**config.mk**
```make
export PLATFORM = sky130hd
export DESIGN_NAME = axis_sample_framer_flat
export DESIGN_NICKNAME = d
export VERILOG_FILES = /design/src/rtl/axis_sample_framer_if.sv /design/src/rtl/axis_sample_framer.sv /design/src/flat_wrapper.sv
export SDC_FILE = /design/constraint.sdc
export NUM_CORES = 1
export LEC_CHECK = 0
export ABC_AREA = 1
export CAP_MARGIN = 20
export CORE_MARGIN = 2
export CORE_UTILIZATION = 40
export DETAILED_ROUTE_END_ITERATION = 7
export PLACE_DENSITY = 0.58
export SLEW_MARGIN = 0
export SYNTH_ARGS = -nofsm -noshare
export SYNTH_HDL_FRONTEND = slang
export SYNTH_SLANG_ARGS = --single-unit
```
**constraint.sdc**
```tcl
create_clock -name m00_axis_aclk -period 4.8 [get_ports m00_axis_aclk]
set_clock_uncertainty 0.05 [all_clocks]
set_input_delay 0.48 -clock m00_axis_aclk [delete_from_list [all_inputs] [get_ports m00_axis_aclk]]
set_output_delay 0.48 -clock m00_axis_aclk [all_outputs]
set_load 0.02 [all_outputs]
```
**src/rtl/axis_sample_framer_if.sv**
```systemverilog
// AXI4-Stream master bus carrying framed samples.
//   m00_axis_tvalid : data valid (master -> slave)
//   m00_axis_tready : downstream ready (slave -> master)
//   m00_axis_tlast  : last sample of a frame
//   m00_axis_tdata  : sign-extended sample
//   m00_axis_tstrb  : byte strobes
interface axis_sample_framer_if #(
  parameter int unsigned C_M00_AXIS_TDATA_WIDTH = 32
);

  logic                                  m00_axis_tvalid;
  logic                                  m00_axis_tready;
  logic                                  m00_axis_tlast;
  logic [C_M00_AXIS_TDATA_WIDTH-1:0]     m00_axis_tdata;
  logic [(C_M00_AXIS_TDATA_WIDTH/8)-1:0] m00_axis_tstrb;

  modport master (
    output m00_axis_tvalid,
    output m00_axis_tlast,
    output m00_axis_tdata,
    output m00_axis_tstrb,
    input  m00_axis_tready
  );

  modport slave (
    input  m00_axis_tvalid,
    input  m00_axis_tlast,
    input  m00_axis_tdata,
    input  m00_axis_tstrb,
    output m00_axis_tready
  );

endinterface

```
**src/rtl/axis_sample_framer.sv**
```systemverilog
// Packs a strobed stream of signed samples into AXI4-Stream frames.
// Each accepted sample is sign-extended and queued in a small FIFO together with
// a last flag; the FIFO head drives the output stream directly.
//
// Ports:
//   m00_axis_aclk    : clock, rising edge
//   m00_axis_aresetn : asynchronous active-low reset
//   sample_valid     : one-cycle strobe for sample_data (no backpressure)
//   sample_data      : signed input sample
//   frame_flush      : close the current frame early
//   overflow_clr     : clear the sticky overflow flag
//   m00_axis         : AXI4-Stream master (tvalid/tready/tlast/tdata/tstrb)
//   overflow         : sticky, set when a sample is dropped on a full FIFO
//   fifo_count       : occupied FIFO entries
module axis_sample_framer #(
  parameter int unsigned C_M00_AXIS_TDATA_WIDTH = 32,
  parameter int unsigned SAMPLE_WIDTH           = 16,
  parameter int unsigned FRAME_LEN              = 64,
  parameter int unsigned FIFO_DEPTH             = 16
) (
  input  logic                          m00_axis_aclk,
  input  logic                          m00_axis_aresetn,
  input  logic                          sample_valid,
  input  logic [SAMPLE_WIDTH-1:0]       sample_data,
  input  logic                          frame_flush,
  input  logic                          overflow_clr,
  axis_sample_framer_if.master          m00_axis,
  output logic                          overflow,
  output logic [$clog2(FIFO_DEPTH):0]   fifo_count
);

  localparam int unsigned DataW = C_M00_AXIS_TDATA_WIDTH;
  localparam int unsigned PtrW  = $clog2(FIFO_DEPTH);
  localparam int unsigned CntW  = PtrW + 1;
  localparam int unsigned IdxW  = $clog2(FRAME_LEN);

  // FIFO entry: {last, data}
  logic [DataW:0]    mem [FIFO_DEPTH];

  logic [PtrW-1:0]   wr_ptr_q, wr_ptr_d;
  logic [PtrW-1:0]   rd_ptr_q, rd_ptr_d;
  logic [CntW-1:0]   count_q, count_d;
  logic [IdxW-1:0]   frame_idx_q, frame_idx_d;
  logic              flush_pend_q, flush_pend_d;
  logic              overflow_q, overflow_d;

  logic              fifo_empty;
  logic              fifo_full;
  logic              pop;
  logic              push;
  logic              drop;
  logic              last_flag;
  logic [DataW-1:0]  sample_ext;
  logic [DataW:0]    head_entry;

  // Handshake decode
  always_comb begin
    fifo_empty = (count_q == '0);
    fifo_full  = (count_q == CntW'(FIFO_DEPTH));
    pop        = !fifo_empty && m00_axis.m00_axis_tready;
    // A full FIFO still accepts when the head leaves in the same cycle.
    push       = sample_valid && (!fifo_full || pop);
    drop       = sample_valid && fifo_full && !pop;
    last_flag  = (frame_idx_q == IdxW'(FRAME_LEN - 1)) || frame_flush || flush_pend_q;
  end

  // Sign extension, written so it also works when the sample fills the bus.
  always_comb begin
    sample_ext                   = {DataW{sample_data[SAMPLE_WIDTH-1]}};
    sample_ext[SAMPLE_WIDTH-1:0] = sample_data;
  end

  // Next-state logic
  always_comb begin
    wr_ptr_d     = wr_ptr_q;
    rd_ptr_d     = rd_ptr_q;
    count_d      = count_q;
    frame_idx_d  = frame_idx_q;
    flush_pend_d = flush_pend_q;
    overflow_d   = overflow_q;

    if (push) begin
      wr_ptr_d = wr_ptr_q + PtrW'(1);
    end
    if (pop) begin
      rd_ptr_d = rd_ptr_q + PtrW'(1);
    end

    unique case ({push, pop})
      2'b10:   count_d = count_q + CntW'(1);
      2'b01:   count_d = count_q - CntW'(1);
      default: count_d = count_q;
    endcase

    if (push) begin
      if (last_flag) begin
        frame_idx_d  = '0;
        flush_pend_d = 1'b0;
      end else begin
        frame_idx_d  = frame_idx_q + IdxW'(1);
      end
    end else if (frame_flush) begin
      // Remember the flush until a sample can carry tlast; repeats collapse.
      flush_pend_d = 1'b1;
    end

    // Drop beats clear when both happen together.
    if (drop) begin
      overflow_d = 1'b1;
    end else if (overflow_clr) begin
      overflow_d = 1'b0;
    end
  end

  always_ff @(posedge m00_axis_aclk or negedge m00_axis_aresetn) begin
    if (!m00_axis_aresetn) begin
      wr_ptr_q     <= '0;
      rd_ptr_q     <= '0;
      count_q      <= '0;
      frame_idx_q  <= '0;
      flush_pend_q <= 1'b0;
      overflow_q   <= 1'b0;
    end else begin
      wr_ptr_q     <= wr_ptr_d;
      rd_ptr_q     <= rd_ptr_d;
      count_q      <= count_d;
      frame_idx_q  <= frame_idx_d;
      flush_pend_q <= flush_pend_d;
      overflow_q   <= overflow_d;
    end
  end

  // Storage has no reset: stale entries are unreachable once the pointers clear.
  always_ff @(posedge m00_axis_aclk) begin
    if (push) begin
      mem[wr_ptr_q] <= {last_flag, sample_ext};
    end
  end

  // Outputs; head data is masked while empty so reset drives tdata/tlast to zero.
  always_comb begin
    head_entry               = mem[rd_ptr_q];
    m00_axis.m00_axis_tvalid = !fifo_empty;
    m00_axis.m00_axis_tdata  = fifo_empty ? '0 : head_entry[DataW-1:0];
    m00_axis.m00_axis_tlast  = !fifo_empty && head_entry[DataW];
    m00_axis.m00_axis_tstrb  = '1;
    overflow                 = overflow_q;
    fifo_count               = count_q;
  end

endmodule
```
**src/flat_wrapper.sv**
```systemverilog
// flat-port wrapper written by rule: the top's interface ports become plain ports
module axis_sample_framer_flat 
#(
  parameter int unsigned C_M00_AXIS_TDATA_WIDTH = 32,
  parameter int unsigned SAMPLE_WIDTH           = 16,
  parameter int unsigned FRAME_LEN              = 64,
  parameter int unsigned FIFO_DEPTH             = 16
)
  (m00_axis_aclk, m00_axis_aresetn, sample_valid, sample_data, frame_flush, overflow_clr, overflow, fifo_count, m00_axis_m00_axis_tvalid, m00_axis_m00_axis_tlast, m00_axis_m00_axis_tdata, m00_axis_m00_axis_tstrb, m00_axis_m00_axis_tready);
  axis_sample_framer_if #(.C_M00_AXIS_TDATA_WIDTH(C_M00_AXIS_TDATA_WIDTH)) m00_axis_i ();
  input  logic m00_axis_aclk;
  input  logic m00_axis_aresetn;
  input  logic sample_valid;
  input  logic [SAMPLE_WIDTH-1:0] sample_data;
  input  logic frame_flush;
  input  logic overflow_clr;
  output logic overflow;
  output logic [$clog2(FIFO_DEPTH):0] fifo_count;
  output wire logic [$bits(m00_axis_i.m00_axis_tvalid)-1:0] m00_axis_m00_axis_tvalid;
  output wire logic [$bits(m00_axis_i.m00_axis_tlast)-1:0] m00_axis_m00_axis_tlast;
  output wire logic [$bits(m00_axis_i.m00_axis_tdata)-1:0] m00_axis_m00_axis_tdata;
  output wire logic [$bits(m00_axis_i.m00_axis_tstrb)-1:0] m00_axis_m00_axis_tstrb;
  input wire logic [$bits(m00_axis_i.m00_axis_tready)-1:0] m00_axis_m00_axis_tready;
  assign m00_axis_m00_axis_tvalid = m00_axis_i.m00_axis_tvalid;
  assign m00_axis_m00_axis_tlast = m00_axis_i.m00_axis_tlast;
  assign m00_axis_m00_axis_tdata = m00_axis_i.m00_axis_tdata;
  assign m00_axis_m00_axis_tstrb = m00_axis_i.m00_axis_tstrb;
  assign m00_axis_i.m00_axis_tready = m00_axis_m00_axis_tready;
  axis_sample_framer #(.C_M00_AXIS_TDATA_WIDTH(C_M00_AXIS_TDATA_WIDTH), .SAMPLE_WIDTH(SAMPLE_WIDTH), .FRAME_LEN(FRAME_LEN), .FIFO_DEPTH(FIFO_DEPTH)) u_core (.m00_axis_aclk(m00_axis_aclk), .m00_axis_aresetn(m00_axis_aresetn), .sample_valid(sample_valid), .sample_data(sample_data), .frame_flush(frame_flush), .overflow_clr(overflow_clr), .m00_axis(m00_axis_i), .overflow(overflow), .fifo_count(fifo_count));
endmodule
```
== Word level (Yosys, flattened, before mapping) ==
Memory sizes are Yosys's and may differ from the RTL's.
Index checks and enable logic that the tools add are counted.

* Flip-flop bits (word level): 21
* Bits in writable memories: 528
* Input port bits: 22
* Output and inout bits: 44
* Memories kept: 1

* $add $sub $neg: 5
* Eq/ne operators: 5
* Multiplexer cells: 10
* Reductions and logical operators: 16

{| class="wikitable"
|+ Memories
! name !! depth !! width !! rd ports !! clocked after memory_dff !! write ports !! RTL line !! RTL
|-
| u_core.mem || 16 || 33 || 1 || 0 || 1 || axis_sample_framer.sv:38 || <nowiki>logic [DataW:0] mem [FIFO_DEPTH];</nowiki>
|}

{| class="wikitable"
|+ Operator list
! cell !! count
|-
| two-way mux 32 bit || 1
|-
| one-hot mux 5 bit (2 select lines) || 1
|-
| adder 4 x 1 -> 4 bit, second input constant || 2
|-
| two-way mux 1 bit || 7
|-
| adder 6 x 1 -> 6 bit, second input constant || 1
|-
| equality test 6 bit, second input constant || 1
|-
| two-way mux 6 bit || 1
|-
| nonzero test 2 bit || 3
|-
| adder 5 x 1 -> 5 bit, second input constant || 1
|-
| equality test 5 bit, second input constant || 1
|-
| logical AND 1 bit || 5
|-
| zero test 5 bit || 1
|-
| subtractor 5 x 1 -> 5 bit, second input constant || 1
|-
| zero test 1 bit || 3
|-
| logical OR 1 bit || 3
|-
| equality test 2 x 1 -> 1 bit, second input constant || 1
|-
| equality test 2 bit, second input constant || 1
|-
| != test 2 bit, second input constant || 1
|-
| AND reduction 2 bit || 1
|}

== Longest topological paths before layout ==
* Depth after elaboration: 7
* Gate-level depth with buffers: 15

== Least setup slack after synthesis ==
Ideal clock, no wire load.

* Kind: reg-to-output
* Start point: register u_core.count_q[4], in the netlist u_core.fifo_count[4]
* End point: output m00_axis_m00_axis_tdata[16]
* Arrival: 2386 ps
* Required time: 4270 ps
* Setup slack: 1884 ps
* Stages on the path, launching flop included: 7
* Path buffers: 2
* Cell sequence: dfrtp_1 > inv_1 > nand3_4 > clkinv_1 > clkbuf_1 > a21oi_1 > buf_4

* Longest elaborated chain between the ends: 2

{| class="wikitable"
|+ RTL lines
! element !! RTL line !! RTL
|-
| start, declared || axis_sample_framer.sv:42 || <nowiki>logic [CntW-1:0] count_q, count_d;</nowiki>
|-
| start signal, assigned || axis_sample_framer.sv:126 || <nowiki>count_q <= count_d;</nowiki>
|-
| zero test 5 bit || axis_sample_framer.sv:58 || <nowiki>fifo_empty = (count_q == '0);</nowiki>
|-
| two-way mux 32 bit || axis_sample_framer.sv:144 || <nowiki>m00_axis.m00_axis_tdata = fifo_empty ? '0 : head_entry[DataW-1:0];</nowiki>
|-
| end, declared || flat_wrapper.sv:21 || <nowiki>output wire logic [$bits(m00_axis_i.m00_axis_tdata)-1:0] m00_axis_m00_axis_tdata;</nowiki>
|}

No other way between the ends.

== Worst setup path after layout ==
* Start point: register u_core.rd_ptr_q[0]
* End point: output m00_axis_m00_axis_tdata[5]

* Longest elaborated chain between the ends: 2

{| class="wikitable"
|+ RTL lines
! element !! RTL line !! RTL
|-
| start, declared || axis_sample_framer.sv:41 || <nowiki>logic [PtrW-1:0] rd_ptr_q, rd_ptr_d;</nowiki>
|-
| start signal, assigned || axis_sample_framer.sv:125 || <nowiki>rd_ptr_q <= rd_ptr_d;</nowiki>
|-
| memory (16 x 33 bit) || n/a ||
|-
| two-way mux 32 bit || axis_sample_framer.sv:144 ||
|}

No other way between the ends.

==> metrics.md <==
| Metric | Value |
|---|---|
| Reg clk slew, reported paths | `0.06 ns` |
| Dpl hpwl | `15,200 um` |
| Total CTS buffers | `31` |
| Core box area | `29,700 sq um` |
| Least-Margin Pin Slew | `0.869 ns` |
| Fin crit period | `3.97 ns` |
| Top delay family on crit path | `buffers and inverters` |
| Die width | `178 um` |
| Static leakage | `0.00455 uW` |
| Clock share of power | `0.238` |
| Hold Crit Class | `primary input to asynchronous set/reset pin` |
| CTS max path bufs | `3` |
| Relative slew slack | `0.417` |
| Slew Viols, Final | `0` |
| Crit Path Max Fanout | `64` |
| Post-CTS setup buffers | `0` |
| Worst-Skew Late Latency | `0.54 ns` |
| GRT Total Usage | `0.181` |
| Synth area leader | `edfxtp_1` |
| First-pass GRT wire length | `42,900 um` |
| Cell Pwr Density | `647 nW/um^2` |
| CP Capture Type | `output port` |
| Placed cell areas | `12,900 sq um` |
| Post_cts resized | `0` |
| Most common cell after layout, fill and taps aside | `edfxtp_1` |
| Vias in the first global route | `7,330` |
| Htree depth | `1` |
| Total gr overflow | `0` |
| Slack of the critical path | `0.830 ns` |
| Crit start category | `flip-flop` |
| DR top layer | `met4` |
| Met2 wire length | `13,200 um` |
| Synth Register Bits | `293` |
| # nets final | `1,004` |
| Gate Count Post-Synth | `926` |
| Most frequent cells in the layout | `edfxtp_1, nor2_1, o21ai_0` |
| Met1 WL | `12,700 um` |
| Internal | `5600 uW` |
| Sequential cell area | `8700 sq um` |
| Unrepaired setup endpoints after global routing | `no` |
| CTS Hold Bufs | `0` |
| Cells along the critical path | `inv_4, buf_4, o21ai_0, o22ai_1, nor2_1, nor2_1, o21ai_1, a21oi_1, clkdlybuf4s50_1` |
| WHS | `0.106 ns` |
| Final Cell Area | `13,800 sq um` |
| Ant. Diodes | `0` |
| DRT iter0 DRCs | `823` |
| Largest net degree at the start of global routing | `71` |
| Final hold vios | `0` |
| Worst VDD drop | `0.343 mV` |
| Setup violators final | `0` |
| Post-DRT Antenna Nets | `0` |
| Most frequent CP cell | `nor2_1` |
| Switching part of the total | `0.375` |
| Critical path type | `flip-flop to output port` |
| CP Data Arrival Time | `3.44 ns` |
| Max-cap viol count | `0` |
| # IOs | `66` |
| Area growth, synth to finish | `14.6%` |
| Die Span Y | `178 um` |
| Sequential area share after synthesis | `0.720` |
| Multi-input logic area | `2820 sq um` |
| Final Cycle Share | `0.827` |
| Sequential fraction of design power | `0.364` |
| Worst reg2reg setup slack | `2.29 ns` |
| CTS tree | `done` |
| Count of cell types in the netlist | `33` |
| Metal3 WL | `1690 um` |
| Logic pwr share | `0.398` |
| Drt wl/cell | `20.4 um` |
| Std cell rows | `63` |
| Pre-antenna DRT Iters | `4` |
| Final WL | `28,200 um` |
| Slowest stage delay, CP | `0.65 ns` |
| GPL Wtd Cong | `0.733` |
| Yosys top cell area share | `0.676` |
| Status | `finished clean` |
| Initial antenna violation count | `0` |
| # clock sinks | `293` |
| Syn Std Cell Area | `12,100 sq um` |
| Layout cells sized above 1 | `0.0996` |
| Root buf cell | `clkbuf_16` |
| Net load switching power | `3350 uW` |
| IO buf count | `61` |
| Achievable frequency | `252 MHz` |
| Worst EP required | `4.27 ns` |
| Pre-CTS setup slack | `1.40 ns` |
| Yosys warns | `0` |
| Vias | `7,480` |
| Setup TNS Final | `0 ns` |
| Die Area | `31,600 sq um` |
| Fillers | `2,611` |
| Mean number of vias per cell | `5.40` |
| Worst Path Buf+Inv | `3` |
| Drt drc | `0` |
| Initial Utilization | `0.406` |
| CP max stage cell | `clkdlybuf4s50_1` |
| Synth Area per Inst | `13.0 sq um` |
| Most area-consuming cells after synthesis | `edfxtp_1, nor2_1, o21ai_0` |
| Pwr Total | `8960 uW` |
## synth_stat cells
library cell  instances
nand4_1               6
clkinv_1              3
o21ai_1              32
o22ai_1              16
o21ai_0             120
clkinv_4              1
buf_2                21
o221ai_1             52
nor2_4                1
inv_2                 4
nor2_1              175
edfxtp_1            272
buf_4                25
clkbuf_1             13
nand2_1              35
conb_1                1
dfrtp_1              21
nor3_2                2
nand2_4               1
ha_1                  8
buf_1                 1
buf_6                13
inv_1                20
nor3b_1               1
nand3_4               2
xor2_1               10
nand3_1              36
nor2_2                3
a21oi_1              21
o31ai_1               1
clkbuf_2              3
a31oi_1               1
nand2_2               5
## per-layer routing
metal,global-route usage,vias up
li1,-,3510
met1,0.253,3709
met2,0.293,209
met3,0.0272,52
met4,0.0553,0
met5,0,-
## final cells by class
class	instances	share of cell area
clock buffers	41	0.0587
clock inverters	12	0.00578
inverters	28	0.00813
multi-input cells	532	0.204
flip-flops and latches	293	0.628
well taps	390	0.0352
repair buffers	88	0.0602
## registers in the layout (all words and copies together) (netlist names)
name,count
u_core.fifo_count,5
u_core.flush_pend_q,1
u_core.frame_idx_q,6
u_core.mem,272
u_core.overflow,1
u_core.rd_ptr_q,4
u_core.wr_ptr_q,4
## worst paths after layout
path / cells past startpoint / from / endpoint
max in group asynchronous: 2 / m00_axis_aresetn / u_core.rd_ptr_q[0]
worst min-delay path: 1 / m00_axis_aresetn / u_core.fifo_count[4]
worst min register to register: 1 / u_core.frame_idx_q[0] / u_core.frame_idx_q[0]
worst max-delay path: 9 / u_core.rd_ptr_q[0] / m00_axis_m00_axis_tdata[5]
min in group m00_axis_aclk: 2 / overflow_clr / u_core.overflow
worst max register to register: 7 / u_core.fifo_count[0] / u_core.mem[6][9]
## power by group through the flow
stage	logic, uW	clock network, uW	registers (uW)
2_1_floorplan	2500	0	3260
3_3_place_gp	3570	0	3310
3_5_place_dp	3590	0	3310
4_1_cts	3610	2180	3260
5_1_grt	3910	2260	3290
6_report	3570	2130	3260
## through the flow
step | cells | util
floorplan | 929 | -
finish | 1384 | 0.466
global placement | 1330 | 0.435
CTS | 1383 | 0.465
detailed placement | 1330 | 0.435
global route | 1384 | 0.466
## cells by family after synthesis
group                    after synthesis  synth area share
AO/OA/AOI/OAI                        243             0.119
XOR/XNOR                              10           0.00725
adder cells (fa/ha/maj)                8           0.00829
buffers and inverters                104            0.0511
flip-flops                           293             0.720
other                                  1          0.000310
AND/OR/NAND/NOR                      267            0.0945
(Power assumes the default switching activity.)
==> variant 1, RTL diff (config.mk and constraints unchanged) <==
`C_M00_AXIS_TDATA_WIDTH` is set to 32 in 3 places; all go to 48.
--- a/src/rtl/axis_sample_framer_if.sv
+++ b/src/rtl/axis_sample_framer_if.sv
@@ -7,3 +7,3 @@
 interface axis_sample_framer_if #(
-  parameter int unsigned C_M00_AXIS_TDATA_WIDTH = 32
+  parameter int unsigned C_M00_AXIS_TDATA_WIDTH = 48
 );
--- a/src/rtl/axis_sample_framer.sv
+++ b/src/rtl/axis_sample_framer.sv
@@ -15,3 +15,3 @@
 module axis_sample_framer #(
-  parameter int unsigned C_M00_AXIS_TDATA_WIDTH = 32,
+  parameter int unsigned C_M00_AXIS_TDATA_WIDTH = 48,
   parameter int unsigned SAMPLE_WIDTH           = 16,
--- a/src/flat_wrapper.sv
+++ b/src/flat_wrapper.sv
@@ -3,3 +3,3 @@
 #(
-  parameter int unsigned C_M00_AXIS_TDATA_WIDTH = 32,
+  parameter int unsigned C_M00_AXIS_TDATA_WIDTH = 48,
   parameter int unsigned SAMPLE_WIDTH           = 16,
Interface: changed (resized m00_axis_m00_axis_tdata and m00_axis_m00_axis_tstrb); port bits go from 66 to 84. The function was not compared with the original's and may differ.
==> variant 1 against the unedited design <==
Cell count up 2.0%. Sequential cell count unchanged. Combinational power up 17%. Synthesized area up 0.25%. Synthesized cell count up 2.9%. Sequential share of layout area down 1.1 points. Final area up 1.8%. Sequential power down 2%. Utilization up 0.84 points. Power up 9.3%. Wire length up 7.2%. Worst setup slack worse by 0.013 ns. Highest routed layer unchanged.
==> variant 1: results (changes against the unedited design) <==
outcome -> completed
nets -> 1027 (+2.3%)
Arr. time, crit path -> 3.45 ns (about the same)
clk cell area share -> 7.15% (+0.69 points)
Buffers on Ports -> 77 (+26%)
worst setup path start -> u_core.rd_ptr_q[1]$_DFFE_PN0N_
Comb power frac -> 42.8% (+3.0 points)
leakage power -> 4.67 nW (+2.5%)
Clock Latency Late Sink -> 0.57 ns (+0.03 ns)
clock buffers -> 43 (+4.9%)
DP HPWL -> 15300 um (+1.2%)
Reg2Reg Setup Slack -> 2.26 ns (-0.03 ns)
vias in the first global route -> 7213 (-1.6%)
r2r endpoint -> u_core.mem[15][14]$_DFFE_PP_
ranking of synthesized cells by area -> edfxtp_1 (67%), o21ai_0 (6.0%), nor2_1 (5.8%)
worst-path fanout max -> 48 (-25%)
wire length of the first global-routing pass -> 45000 um (+4.8%)
ANT cells -> 1 (+1)
XOR/XNOR share of the synthesized area -> 0.651% (-0.074 points)
maximum vdd drop -> 0.441 mV (+28%)
post-placement cell count -> 1353 (+1.7%)
DRT iter0 DRCs -> 673 (-18%)
largest net degree at the start of global routing -> 87 (+23%)
Post-Synth Adder-Cell Area -> 0.827% (-0.0021 points)
Psw -> 3.76 mW (+12%)
Netlist cell types -> 31 (-6.1%)
Design Power -> 9.79 mW (+9.3%)
Repair and plain buffers -> 100 (+14%)
final worst slack -> 0.817 ns (-0.0126 ns)
final wirelength -> 30300 um (+7.2%)
Setup crit end -> m00_axis_m00_axis_tdata[42]
Signal buf overhead -> 6.84% (+0.82 points)
multi-input logic portion of the cell area -> 20.0% (-0.33 points)
worst r2r src -> u_core.fifo_count[2]$_DFFE_PN0P_
gr usage total -> 19.2% (+1.1 points)
Post-Syn Instances -> 953 (+2.9%)
initial antenna violation count -> 1 (+1)
post-synthesis compound-gate area fraction -> 12.0% (+0.095 points)
top cell types by occurrence after synthesis -> edfxtp_1 (272), nor2_1 (187), o21ai_0 (146), buf_4 (46), o221ai_1 (44)
clock share of power -> 24.4% (+0.6 points)
placer congestion estimate -> 0.753 (+2.8%)
sequential cell area share -> 61.7% (-1.1 points)
Seq/Total Area, Yosys -> 71.8% (-0.18 points)
number of non-clock inverters -> 29 (+3.6%)
share of cells above drive strength 1 -> 9.11% (-0.85 points)
## variant 1: through the flow
| step | util, % | cell area (um^2) |
|---|---|---|
| after floorplan | - | 12100 |
| after global placement | 44.0 | 13100 |
| after detailed placement | 44.0 | 13100 |
| after CTS | 47.4 | 14100 |
| after global routing | 47.4 | 14100 |
| final | 47.4 | 14100 |
## variant 1: per-layer routing
layer / wire length, um / global-route usage [%] / vias up
met5: 0 / 0 / -
li1: - / - / 3549
met4: 447 / 4.44 / 0
met2: 14400 / 30.8 / 269
met3: 2010 / 3.05 / 34
met1: 13400 / 27.7 / 3839
## variant 1: kinds of logic after synthesis
| logic type | after synthesis |
|---|---|
| adders and majority gates | 8 |
| xor gates and xnor gates | 9 |
| and+or+nand+nor | 271 |
| DFF | 293 |
| buffers and inverters | 123 |
| other | 1 |
| AOI/OAI and AO/OA | 248 |
==> variant 2, RTL diff (same settings) <==
Without the edit above. Put a register stage on the output `overflow`, with the module's reset. The value now appears one clock later. The other outputs are not delayed to match.
--- a/src/rtl/axis_sample_framer.sv
+++ b/src/rtl/axis_sample_framer.sv
@@ -35,2 +35,4 @@
   localparam int unsigned IdxW  = $clog2(FRAME_LEN);
+
+  logic overflow_c;
 
@@ -146,3 +148,3 @@
     m00_axis.m00_axis_tstrb  = '1;
-    overflow                 = overflow_q;
+    overflow_c               = overflow_q;
     fifo_count               = count_q;
@@ -150,2 +152,10 @@
 
+  always_ff @(posedge m00_axis_aclk or negedge m00_axis_aresetn) begin
+    if (!m00_axis_aresetn) begin
+      overflow <= '0;
+    end else begin
+      overflow <= overflow_c;
+    end
+  end
+
 endmodule
Function: no difference found for any inputs over 4 cycles, from zero or initial values and one cycle with m00_axis_aresetn low; that may be too few to reach the edited logic, so the function may still have changed.
==> variant 2 against the unedited design <==
Wire length rose by 3.5%. Synthesized area rose by 0.21%. Synthesized cell count rose by 0.11%. Sequential cell count rose by 1. Final area rose by 0.26%. Worst setup slack got worse by 0.062 ns. Power rose by 1.0%. Via count rose by 0.82%. Largest power group unchanged.
==> variant 2: results (changes against the unedited design) <==
M1 GR Usage -> 25.6% (+0.32 points)
Root Buffer Master -> clkbuf_16
worst setup path start -> u_core.rd_ptr_q[1]$_DFFE_PN0N_
Reg power frac -> 35.8% (-0.6 points)
initial antenna violation count -> 0 (unchanged)
CTS Buf Count -> 30 (-3.2%)
# fillers -> 2635 (+0.92%)
met3 Track Usage GR -> 2.70% (-0.021 points)
Setup Fix Bufs, Post-CTS -> 0 (unchanged)
Slowest-stage cell, CP -> inv_2
Setup crit end -> m00_axis_m00_axis_tdata[23]
asr flop ratio synth -> 7.48% (+0.32 points)
clock share of power -> 23.8% (about the same)
ranking of synthesized cells by area -> edfxtp_1 (67%), nor2_1 (5.4%), o21ai_0 (5.0%)
Worst Max-Slew Pin Slew -> 0.934 ns (+0.0651 ns)
CP delay by family, top -> buffers and inverters
wire length of the first global-routing pass -> 44400 um (+3.4%)
die area -> 31700 um^2 (+0.20%)
gr usage total -> 18.6% (+0.54 points)
maximum vdd drop -> 0.363 mV (+5.8%)
outcome -> completed
post-synthesis compound-gate area fraction -> 11.9% (-0.025 points)
worst-path fanout max -> 46 (-28%)
Sw Ratio -> 37.9% (+0.42 points)
EDFF count, synth -> 272 (unchanged)
Clock Latency Late Sink -> 0.55 ns
Seq/Total Area, Yosys -> 72.0% (about the same)
Post-Synth Adder-Cell Area -> 0.827% (-0.0017 points)
met2 wire length -> 14200 um (+8.2%)
leakage power -> 4.57 nW (+0.46%)
Global Route met2 Usage -> 31.7% (+2.3 points)
placer congestion estimate -> 0.743 (+1.4%)
XOR/XNOR share of the synthesized area -> 0.724% (-0.0015 points)
metal3 WL -> 1630 um (-3.5%)
final wirelength -> 29200 um (+3.5%)
largest net degree at the start of global routing -> 138 (+94%)
nets -> 1001 (-0.30%)
share of cells above drive strength 1 -> 10.1% (+0.11 points)
Worst Reg-to-Reg Cells -> 7 (unchanged)
WL met1 -> 12900 um (+1.8%)
DRT iter0 DRCs -> 756 (-8.1%)
CTS HTree Levels -> 1 (unchanged)
Pre-Repair DR Iteration Count -> 5 (+1)
top cell types by occurrence after synthesis -> edfxtp_1 (272), nor2_1 (175), o21ai_0 (120), o221ai_1 (52), nand3_1 (36)
r2r endpoint -> u_core.mem[13][5]$_DFFE_PP_
DP HPWL -> 15300 um (+1.2%)
Reg2Reg Setup Slack -> 2.21 ns (-0.08 ns)
clock-pin slew on the worst setup and hold paths -> 0.06 ns (about the same)
Cell Area, Placed -> 13000 um^2 (+0.17%)
crit-path max cell delay -> 0.67 ns (+0.02 ns)
Via density -> 5.45 (+0.89%)
vias in the first global route -> 7372 (+0.57%)
-- variant 2: cell type report --
cell class | count | area share, %
repair buffers | 85 | 5.91
flip-flops and latches | 294 | 62.8
multi-input cells | 532 | 20.5
clock buffers | 42 | 5.89
clock inverters | 12 | 0.577
inverters | 28 | 0.811
well taps | 390 | 3.52
-- variant 2: cell families (layout without fill, tap and decap cells) --
logic type | count (synthesis) | count (layout)
simple gates | 267 | 267
other cells | 1 | 4
flops | 294 | 294
buf+inv | 104 | 167
xor+xnor | 10 | 10
compound gates | 243 | 243
fa+ha+maj | 8 | 8
-- variant 2: through the flow --
stage	setup slack, ns	hold WS (ns)	instances	util (%)
after detailed placement	1.39	0.318	1328	43.6
after global placement	1.45	0.325	1328	43.6
after global routing	0.535	0.0736	1383	46.7
after CTS	0.741	0.335	1382	46.6
final	0.768	0.0797	1383	46.7
after floorplan	1.88	0.134	930	-
